### config.mk
export PLATFORM = sky130hd
export DESIGN_NAME = ex_muldiv
export DESIGN_NICKNAME = d
export VERILOG_FILES = /design/src/rtl/ex_muldiv.sv
export SDC_FILE = /design/constraint.sdc
export NUM_CORES = 1
export LEC_CHECK = 0
export BUFFER_PORTS_ARGS = -buffer_cell sky130_fd_sc_hd__buf_2
export CORE_AREA = 2 2 242 184
export DETAILED_ROUTE_END_ITERATION = 10
export DIE_AREA = 0 0 244 186
export GPL_ROUTABILITY_DRIVEN = 0
export RECOVER_POWER = 25
export SYNTH_ARGS = -nofsm -noshare
export SYNTH_HDL_FRONTEND = slang
export SYNTH_SLANG_ARGS = --single-unit
### constraint.sdc
create_clock -name clk -period 12.75 [get_ports clk]
set_input_delay 1.9125 -clock clk [delete_from_list [all_inputs] [get_ports clk]]
set_output_delay 1.9125 -clock clk [all_outputs]
set_load 0.005 [all_outputs]
### src/rtl/ex_muldiv.sv
// Multi-cycle RV32M execute unit: shift-add multiplier (MUL_STEP bits/cycle) and restoring divider.
// Optional build macro MULDIV_FASTPATH_EN: trivial operations skip the iteration phase.
module ex_muldiv #(
    parameter int XLEN       = 32,
    parameter int MUL_STEP   = 1,
    parameter int REG_ADDR_W = 5
) (
    input  logic                  clk,
    input  logic                  rst,
    input  logic                  start_i,
    input  logic [2:0]            op_i,
    input  logic [XLEN-1:0]       reg1_i,
    input  logic [XLEN-1:0]       reg2_i,
    input  logic [REG_ADDR_W-1:0] wd_i,
    input  logic                  wreg_i,
    input  logic                  flush_i,
    output logic                  busy_o,
    output logic                  stallreq_o,
    output logic                  valid_o,
    output logic [XLEN-1:0]       result_o,
    output logic [REG_ADDR_W-1:0] wd_o,
    output logic                  wreg_o
);

    // Handshake: an operation is taken on any edge where the unit is IDLE, start_i=1
    // and flush_i=0; its result is presented for exactly one cycle with valid_o=1 and
    // there is no backpressure on the result side.
    localparam int CNT_W = $clog2(XLEN + 1);
    localparam logic [CNT_W-1:0] MUL_LAST = CNT_W'(XLEN / MUL_STEP - 1);
    localparam logic [CNT_W-1:0] DIV_LAST = CNT_W'(XLEN - 1);
    localparam logic [XLEN-1:0]  INT_MIN  = {1'b1, {(XLEN-1){1'b0}}};

    typedef enum logic [1:0] {IDLE, CALC, DONE} state_t;

    state_t                  state_q, state_d;
    logic [2:0]              op_q;
    logic [REG_ADDR_W-1:0]   wd_q;
    logic                    wreg_q;
    logic [XLEN-1:0]         a_q, b_q;
    logic [2*XLEN-1:0]       acc_q;
    logic [CNT_W-1:0]        cnt_q;
    logic                    neg_q;
    logic                    spec_q;
    logic [XLEN-1:0]         spec_res_q;
    logic [XLEN-1:0]         result_q;

    // Operand preparation at accept time
    logic            is_div_in, s1_sig, s2_sig, neg1, neg2, neg_in;
    logic            div0, ovf, spec_in, fast_in, accept;
    logic [XLEN-1:0] abs1, abs2, spec_res_in;

    always_comb begin
        is_div_in = op_i[2];
        s1_sig    = (op_i == 3'd1) || (op_i == 3'd2) || (op_i == 3'd4) || (op_i == 3'd6);
        s2_sig    = (op_i == 3'd1) || (op_i == 3'd4) || (op_i == 3'd6);
        neg1      = s1_sig && reg1_i[XLEN-1];
        neg2      = s2_sig && reg2_i[XLEN-1];
        abs1      = neg1 ? -reg1_i : reg1_i;
        abs2      = neg2 ? -reg2_i : reg2_i;
        // Remainder follows the dividend; quotient and products follow the sign product.
        neg_in    = (op_i[2] && op_i[1]) ? neg1 : (neg1 ^ neg2);
        div0      = is_div_in && (reg2_i == '0);
        ovf       = is_div_in && !op_i[0] && (reg1_i == INT_MIN) && (reg2_i == '1);
        spec_in   = div0 || ovf;
        spec_res_in = '0;
        if (div0)
            spec_res_in = op_i[1] ? reg1_i : '1;
        else if (ovf)
            spec_res_in = op_i[1] ? '0 : reg1_i;
`ifdef MULDIV_FASTPATH_EN
        fast_in = spec_in || (!is_div_in && ((reg1_i == '0) || (reg2_i == '0)));
`else
        fast_in = 1'b0;
`endif
        accept = (state_q == IDLE) && start_i && !flush_i;
    end

    // Iteration datapath
    logic              is_div_q, last;
    logic [XLEN+MUL_STEP-1:0] pp, msum;
    logic [XLEN:0]     trial, diff;
    logic [2*XLEN-1:0] mul_acc, div_acc, acc_d, prod_n;
    logic [XLEN-1:0]   mul_res, div_raw, div_res, final_res;

    always_comb begin
        is_div_q = op_q[2];
        pp       = {{MUL_STEP{1'b0}}, a_q} * {{XLEN{1'b0}}, b_q[MUL_STEP-1:0]};
        msum     = {{MUL_STEP{1'b0}}, acc_q[2*XLEN-1:XLEN]} + pp;
        mul_acc  = {msum, acc_q[XLEN-1:MUL_STEP]};
        // Remainder lives in the upper half, quotient bits shift into the lower half.
        trial    = {acc_q[2*XLEN-1:XLEN], a_q[XLEN-1]};
        diff     = trial - {1'b0, b_q};
        div_acc  = diff[XLEN] ? {trial[XLEN-1:0], acc_q[XLEN-2:0], 1'b0}
                              : {diff[XLEN-1:0], acc_q[XLEN-2:0], 1'b1};
        acc_d    = is_div_q ? div_acc : mul_acc;
        last     = (cnt_q == (is_div_q ? DIV_LAST : MUL_LAST));
        prod_n   = neg_q ? -acc_d : acc_d;
        mul_res  = (op_q[1:0] == 2'd0) ? prod_n[XLEN-1:0] : prod_n[2*XLEN-1:XLEN];
        div_raw  = op_q[1] ? acc_d[2*XLEN-1:XLEN] : acc_d[XLEN-1:0];
        div_res  = neg_q ? -div_raw : div_raw;
        final_res = spec_q ? spec_res_q : (is_div_q ? div_res : mul_res);
    end

    always_ff @(posedge clk) begin
        if (!rst)
            state_q <= IDLE;
        else
            state_q <= state_d;
    end

    always_comb begin
        state_d = state_q;
        case (state_q)
            IDLE:    if (accept) state_d = fast_in ? DONE : CALC;
            CALC:    if (last) state_d = DONE;
            DONE:    state_d = IDLE;
            default: state_d = IDLE;
        endcase
        if (flush_i)
            state_d = IDLE;
    end

    always_ff @(posedge clk) begin
        if (!rst) begin
            op_q       <= '0;
            wd_q       <= '0;
            wreg_q     <= 1'b0;
            a_q        <= '0;
            b_q        <= '0;
            acc_q      <= '0;
            cnt_q      <= '0;
            neg_q      <= 1'b0;
            spec_q     <= 1'b0;
            spec_res_q <= '0;
            result_q   <= '0;
        end else if (flush_i) begin
            wd_q     <= '0;
            wreg_q   <= 1'b0;
            cnt_q    <= '0;
            result_q <= '0;
        end else begin
            case (state_q)
                IDLE: begin
                    if (accept) begin
                        op_q       <= op_i;
                        wd_q       <= wd_i;
                        wreg_q     <= wreg_i;
                        a_q        <= abs1;
                        b_q        <= abs2;
                        neg_q      <= neg_in;
                        spec_q     <= spec_in;
                        spec_res_q <= spec_res_in;
                        acc_q      <= '0;
                        cnt_q      <= '0;
                        if (fast_in)
                            result_q <= spec_res_in;
                    end
                end
                CALC: begin
                    acc_q <= acc_d;
                    cnt_q <= cnt_q + CNT_W'(1);
                    if (is_div_q)
                        a_q <= {a_q[XLEN-2:0], 1'b0};
                    else
                        b_q <= b_q >> MUL_STEP;
                    if (last)
                        result_q <= final_res;
                end
                DONE:    result_q <= '0;
                default: result_q <= '0;
            endcase
        end
    end

    assign busy_o     = (state_q != IDLE);
    assign stallreq_o = accept || (state_q == CALC);
    assign valid_o    = (state_q == DONE);
    assign result_o   = result_q;
    assign wd_o       = wd_q;
    assign wreg_o     = valid_o && wreg_q;

endmodule
=== Yosys cells after proc, flatten, opt, wreduce, memory -nomap -nowiden ===
Cells that the tools add are included.

* Register bits: 211
* Bits in latches: 0
* Bits in writable memories: 0
* Memory bits (read-only): 0
* Input bits: 77
* Output and inout bits: 41
* Word-level logic and storage cells: 100
* Memories kept: 0

* Add/subtract/negate cells: 7
* $mul: 1
* Div/mod/pow operators: 0
* $lt $le $gt $ge: 0
* Equal/unequal tests: 13
* Shifts and indexed selects: 0
* Multiplexer cells: 30
* Bitwise gates (word level): 4
* Reductions and logical operators: 33

{| class="wikitable"
|+ Operators with widths
! operator !! count
|-
| 2-to-1 mux 32 bit || 16
|-
| 2-to-1 mux 64 bit || 4
|-
| one-hot mux 32 bit (2 select lines) || 3
|-
| one-hot mux 64 bit (2 select lines) || 1
|-
| negator 32 bit || 3
|-
| equality test 32 bit (second input constant) || 2
|-
| negator 64 bit || 1
|-
| adder 32 x 33 -> 33 bit || 1
|-
| multiplier 32 x 1 -> 33 bit || 1
|-
| subtractor 33 x 32 -> 33 bit || 1
|-
| zero test 32 bit || 1
|-
| one-hot mux 6 bit (2 select lines) || 1
|-
| logical AND 1 bit || 10
|-
| inequality test 2 bit (second input constant) || 4
|-
| AND reduction 2 bit || 4
|-
| AND reduction 4 bit || 2
|-
| logical OR 1 bit || 7
|-
| adder 6 x 1 -> 6 bit (second input constant) || 1
|-
| equality test 3 bit (second input constant) || 2
|-
| equality test 6 x 5 -> 1 bit (second input constant) || 1
|-
| 2-to-1 mux 6 bit || 1
|-
| AND reduction 3 bit || 2
|-
| zero test 2 bit || 2
|-
| 2-to-1 mux 2 bit || 2
|-
| other kinds (11) || 15
|}

=== Depth between registers and ports, before layout ===
* Depth after elaboration: 10
* Depth in mapped cells: 24

=== Worst setup path before layout ===
OpenSTA, ideal clock, no wires.

* Path kind: reg2reg
* From: reg b_q[0]
* To: reg result_q[20] (netlist: result_o[20])
* Library setup time: 0.131 ns
* Arrival: 4.867 ns
* Setup slack: 7.752 ns
* Cell stages (with the launch flop): 24
* Clock period less this slack: 4.998 ns
* Cells stage by stage: dfxtp_1 ha_1 inv_1 fa_1 a211oi_2 nor3_2 o2111ai_1 a21boi_2 o2111a_1 buf_2 a21oi_1 ha_1 o211ai_1 nor4_1 and3_1 nand3_1 a21oi_1 nand3b_1 or2_1 clkbuf_1 o31ai_1 xnor2_1 a221oi_1 nor3_1

* Cells in the longest elaborated chain, start to end: 10

{| class="wikitable"
|+ RTL lines
! what !! RTL line !! text
|-
| from (decl) || 39 || <nowiki>logic [XLEN-1:0] a_q, b_q;</nowiki>
|-
| from (signal assigned) || 149 || <nowiki>b_q <= abs2;</nowiki>
|-
| from (signal assigned) || 165 || <nowiki>b_q <= b_q >> MUL_STEP;</nowiki>
|-
| multiplier 32 x 1 -> 33 bit / subtractor 33 x 32 -> 33 bit (equally long branches) || 87, 92 ||
|-
| adder 32 x 33 -> 33 bit / 2-to-1 mux 64 bit (equally long branches) || 88, 93 ||
|-
| 2-to-1 mux 64 bit (*) || 95 || <nowiki>acc_d = is_div_q ? div_acc : mul_acc;</nowiki>
|-
| negator 64 bit / 2-to-1 mux 32 bit (equally long branches) || 97, 99 ||
|-
| 2-to-1 mux 64 bit / negator 32 bit (equally long branches) || 97, 100 ||
|-
| 2-to-1 mux 32 bit, on equally long branches || 98, 100 ||
|-
| 2-to-1 mux 32 bit (*) (2 in series) || 101 || <nowiki>final_res = spec_q ? spec_res_q : (is_div_q ? div_res : mul_res);</nowiki>
|-
| 2-to-1 mux 32 bit (*) || 166 || <nowiki>if (last)</nowiki>
|-
| one-hot mux 32 bit (2 select lines) (*) || 142 || <nowiki>case (state_q)</nowiki>
|-
| to (signal assigned) || 156 || <nowiki>result_q <= spec_res_in;</nowiki>
|-
| to (signal assigned) || 167 || <nowiki>result_q <= final_res;</nowiki>
|-
| to (decl) || 45 || <nowiki>logic [XLEN-1:0] result_q;</nowiki>
|}

Every way passes the cells marked *; elsewhere a longest branch is shown, timed or not. The select of a mux whose other input is x is not followed.
A chain may end at the register's enable or synchronous reset.

=== Final worst setup path ===
* From: in rst
* To: reg result_q[10] (netlist: result_o[10])

* Cells in the longest elaborated chain, start to end: 2

{| class="wikitable"
|+ RTL lines
! what !! RTL line !! text
|-
| from (decl) || 9 || <nowiki>input logic rst,</nowiki>
|-
| NOT 1 bit (no source line) || -- ||
|-
| OR reduction 2 bit (no source line) || -- ||
|}

Every way passes these cells.

==> key figures <==
Finish
  – Most frequent cells in the layout: 354 x a21oi_1, 296 x nand2_1, 217 x o21ai_0
  – Commonest non-fill, non-tap cell in the layout: a21oi_1
  – Area of the multi-input gates: 14,020 um2
  – FF+latch area: 4230 um2
  – Layout cells sized above 1: 9.246%
  – Final net count: 2,824
  – Area Growth Syn to Fin: 8.719%
  – Util after Layout: 48.56%
  – Fillers: 4,379

Synth
  – Seq/Total Area, Yosys: 21.98%
  – Net Count, Synth: 2,830
  – Distinct cell type count of the synthesized netlist: 103
  – Mean Syn Cell Area: 7.170 um2
  – Cell area after synthesis: 19,220 um2
  – EDFF count, synth: 0
  – Yosys reg bits: 211
  – Post-Syn Instances: 2,680
  – Async SR Flop Fraction: 0%
  – Yosys Warn Count: 0
  – Ys flop type: dfxtp_1

Floorplan
  – IO Pins: 118
  – Core area: 43,020 um2
  – Die area: 45,380 um2
  – Die Y: 186 um
  – # rows: 66
  – Die Span X: 244 um
  – Initial Util: 44.66%

Worst setup path
  – Worst Setup Start Kind: input pin
  – CP top delay family: buffers and inverters
  – R2r endpoint: result_o[20]
  – Worst EP required: 13,270 ps
  – CP max stage delay: 2750 ps
  – Slowest cell on the critical path: clkbuf_1
  – CP max FO: 104
  – Worst Path Buf+Inv: 3
  – Crit end category: register
  – Flop-to-flop setup slack: 6670 ps
  – Worst path arrival time: 7640 ps
  – Reg2Reg Depth: 23
  – Reg2reg start: a_q[31]
  – Crit Path Class: in2reg
  – Crit-path cells: buf_2 -> clkbuf_1 -> nor2b_1 -> nand2_1 -> inv_1 -> o21ai_0 -> a221oi_1 -> a21o_1

Clocking
  – Insertion delay to the later sink of the worst-skew pair: 590 ps
  – Number of buffers created by CTS: 26
  – Post_cts resized: 0
  – Postcts setup bufs: 0
  – CTS tree: yes
  – Clk root buf: clkbuf_16
  – Clock transition at path regs: 60 ps
  – Count of hold buffers inserted by post-cts repair: 0
  – Clk sinks: 211
  – Max clock buf depth: 3
  – CTS H-Tree Depth: 1

Timing
  – Worst hold margin: 455.4 ps
  – Tmin final: 7126 ps
  – Max Freq: 0.1403 GHz
  – Setup TNS: 0 ps
  – RSZ-0062 raised after global routing: false
  – Clock Skew: 30.58 ps
  – Slew HR: -162.2%
  – Final worst path period share: 55.89%
  – Worst-Margin Slew: 3934 ps
  – Max Slew Vio Count: 105
  – Final Hold Viols: 0
  – Setup-failing EPs final: 0

Outcome
  – Run status: finished with violations
  – Failing checks: max-capacitance violations, max-slew violations

Pwr
  – Pleak: 7.776 nW
  – VDD IR max: 0.09843 mV
  – Tot Pwr: 2.074 mW
  – Pwr dens: 99.29 nW/um2

Detailed routing
  – DR iter-0 viols: 2,862
  – # DRC: 0
  – Routed vias: 21,640
  – Total Wirelength: 81,670 um
  – Post-DRT Antenna Nets: 0
  – Pre-antenna DRT Iters: 6
  – Wire per inst: 24.94 um
  – Vias per cell: 6.608

Global routing
  – Initial antenna violation count: 6
  – GRT Residual Overflow: 0
  – Tot GR Track Use: 34.85%
  – Global-route wire length before repair: 121,700 um
  – Vias in the first global route: 19,630
  – Largest net degree at the start of global routing: 105

Placed design
  – Post-DP HPWL: 61,580 um
  – Port bufs: 117

Worst hold path
  – WHS Endpoint: result_o[10]
  – Hold Crit Class: reg2reg
  – Worst Hold Depth: 1
  – HP Start: result_o[10]

Job
  – Max_cap viols: 1
==> power by group <==
group / switching, mW / internal (mW) / total, mW
clock network: 0.343 / 0.445 / 0.787
registers: 0.0247 / 0.680 / 0.705
logic: 0.392 / 0.190 / 0.583
==> worst max path at each step <==
stage | startpoint | end | slack (ps) | cells past startpoint
after floorplan | b_q[0] | result_o[20] | 7750 | 23
after global routing | rst | result_o[10] | 5290 | 8
after detailed placement | a_q[31] | result_o[20] | 6850 | 23
final | rst | result_o[10] | 5620 | 8
after CTS | a_q[31] | result_o[20] | 6840 | 23
after global placement | a_q[31] | result_o[20] | 7110 | 23
==> flip-flops by register name (all words and copies together), names as in the netlist <==
| register | flops |
|---|---|
| state_q | 2 |
| result_o | 32 |
| wd_o | 5 |
| spec_q | 1 |
| neg_q | 1 |
| acc_q | 64 |
| op_q | 3 |
| spec_res_q | 32 |
| wreg_q | 1 |
| b_q | 32 |
| cnt_q | 6 |
| a_q | 32 |
==> per-stage QoR <==
step | instances | setup WS [ps] | instance area, um2
floorplan | 2680 | 7752 | 19220
global route | 3271 | 5291 | 20880
CTS | 3271 | 6841 | 20930
global placement | 3224 | 7107 | 20050
finish | 3275 | 5624 | 20890
detailed placement | 3224 | 6851 | 20050
==> metal layers <==
layer / up-vias / track usage [%] / share of wire, %
met4: 8 / 9.610 / 3.3
met2: 1273 / 51.94 / 41
met5: - / 0 / 0.058
met1: 10350 / 47.56 / 43
li1: 9822 / - / -
met3: 186 / 11.89 / 13
==> synth_stat cells (all sizes together), types with 15 or more instances <==
cell    count  share of area, %
and3       17              0.55
buf        48               1.3
ha         71               4.6
nor2      197               3.8
xnor2      84               3.8
clkbuf    135               2.6
a211oi     41               1.7
a31oi      27              0.88
a21o       30               1.2
a21oi     358               9.4
mux2i      58               3.0
a221oi     19              0.93
nand2     297               5.8
or3        21              0.71
o211ai     34               1.4
nand2b     19              0.62
mux2       26               1.6
a22o       28               1.3
o221ai     15              0.68
o31ai      28               1.1
o21ai     226               5.9
xor2       75               3.4
inv        67               1.3
nor2b      76               2.5
nor3b      19              0.74
nand3      52               1.4
and2       49               1.6
nor4       29               1.0
nor3       77               2.1
dfxtp     211                22
nand4      25              0.81
==> worst register-to-register path: stages, from the launching register on <==
cell and delay, ps:
dfxtp_1 310, inv_1 70, ha_1 160, inv_1 50, fa_1 420, a211oi_2 340, nor3_2 140, o2111ai_1 330
a21boi_2 180, o2111a_1 270, buf_4 200, a21oi_1 190, ha_1 250, o211ai_1 210, nor4_1 480, and3_1 270
nand3_1 80, a21oi_1 320, nand3b_1 370, or2_1 450, o31ai_1 320, xnor2_1 120, a221oi_1 310, nor3_1 70
==> logic make-up (layout without fill, tap and decap cells) <==
family                   after synthesis  count (layout)  share of synthesized area, %
multiplexers                          87              87                         4.975
flip-flops                           211             211                         21.98
AND/OR/NAND/NOR                      928             928                         23.75
adder cells (fa/ha/maj)               73              73                         4.831
XOR/XNOR                             159             159                         7.247
AO/OA/AOI/OAI                        971             971                         31.94
other                                  0               4                             0
buffers and inverters                251             264                         5.274
==> final cells by class <==
type,count,share of cell area (%)
Multi-Input combinational cell,2218,67.11
Sequential cell,211,20.25
Timing Repair Buffer,149,3.713
Tap cell,578,3.462
Clock buffer,30,3.234
Inverter,68,1.222
Clock inverter,17,0.9642
Antenna cell,4,0.04791
Note: power is estimated with default switching activity, not from simulation.
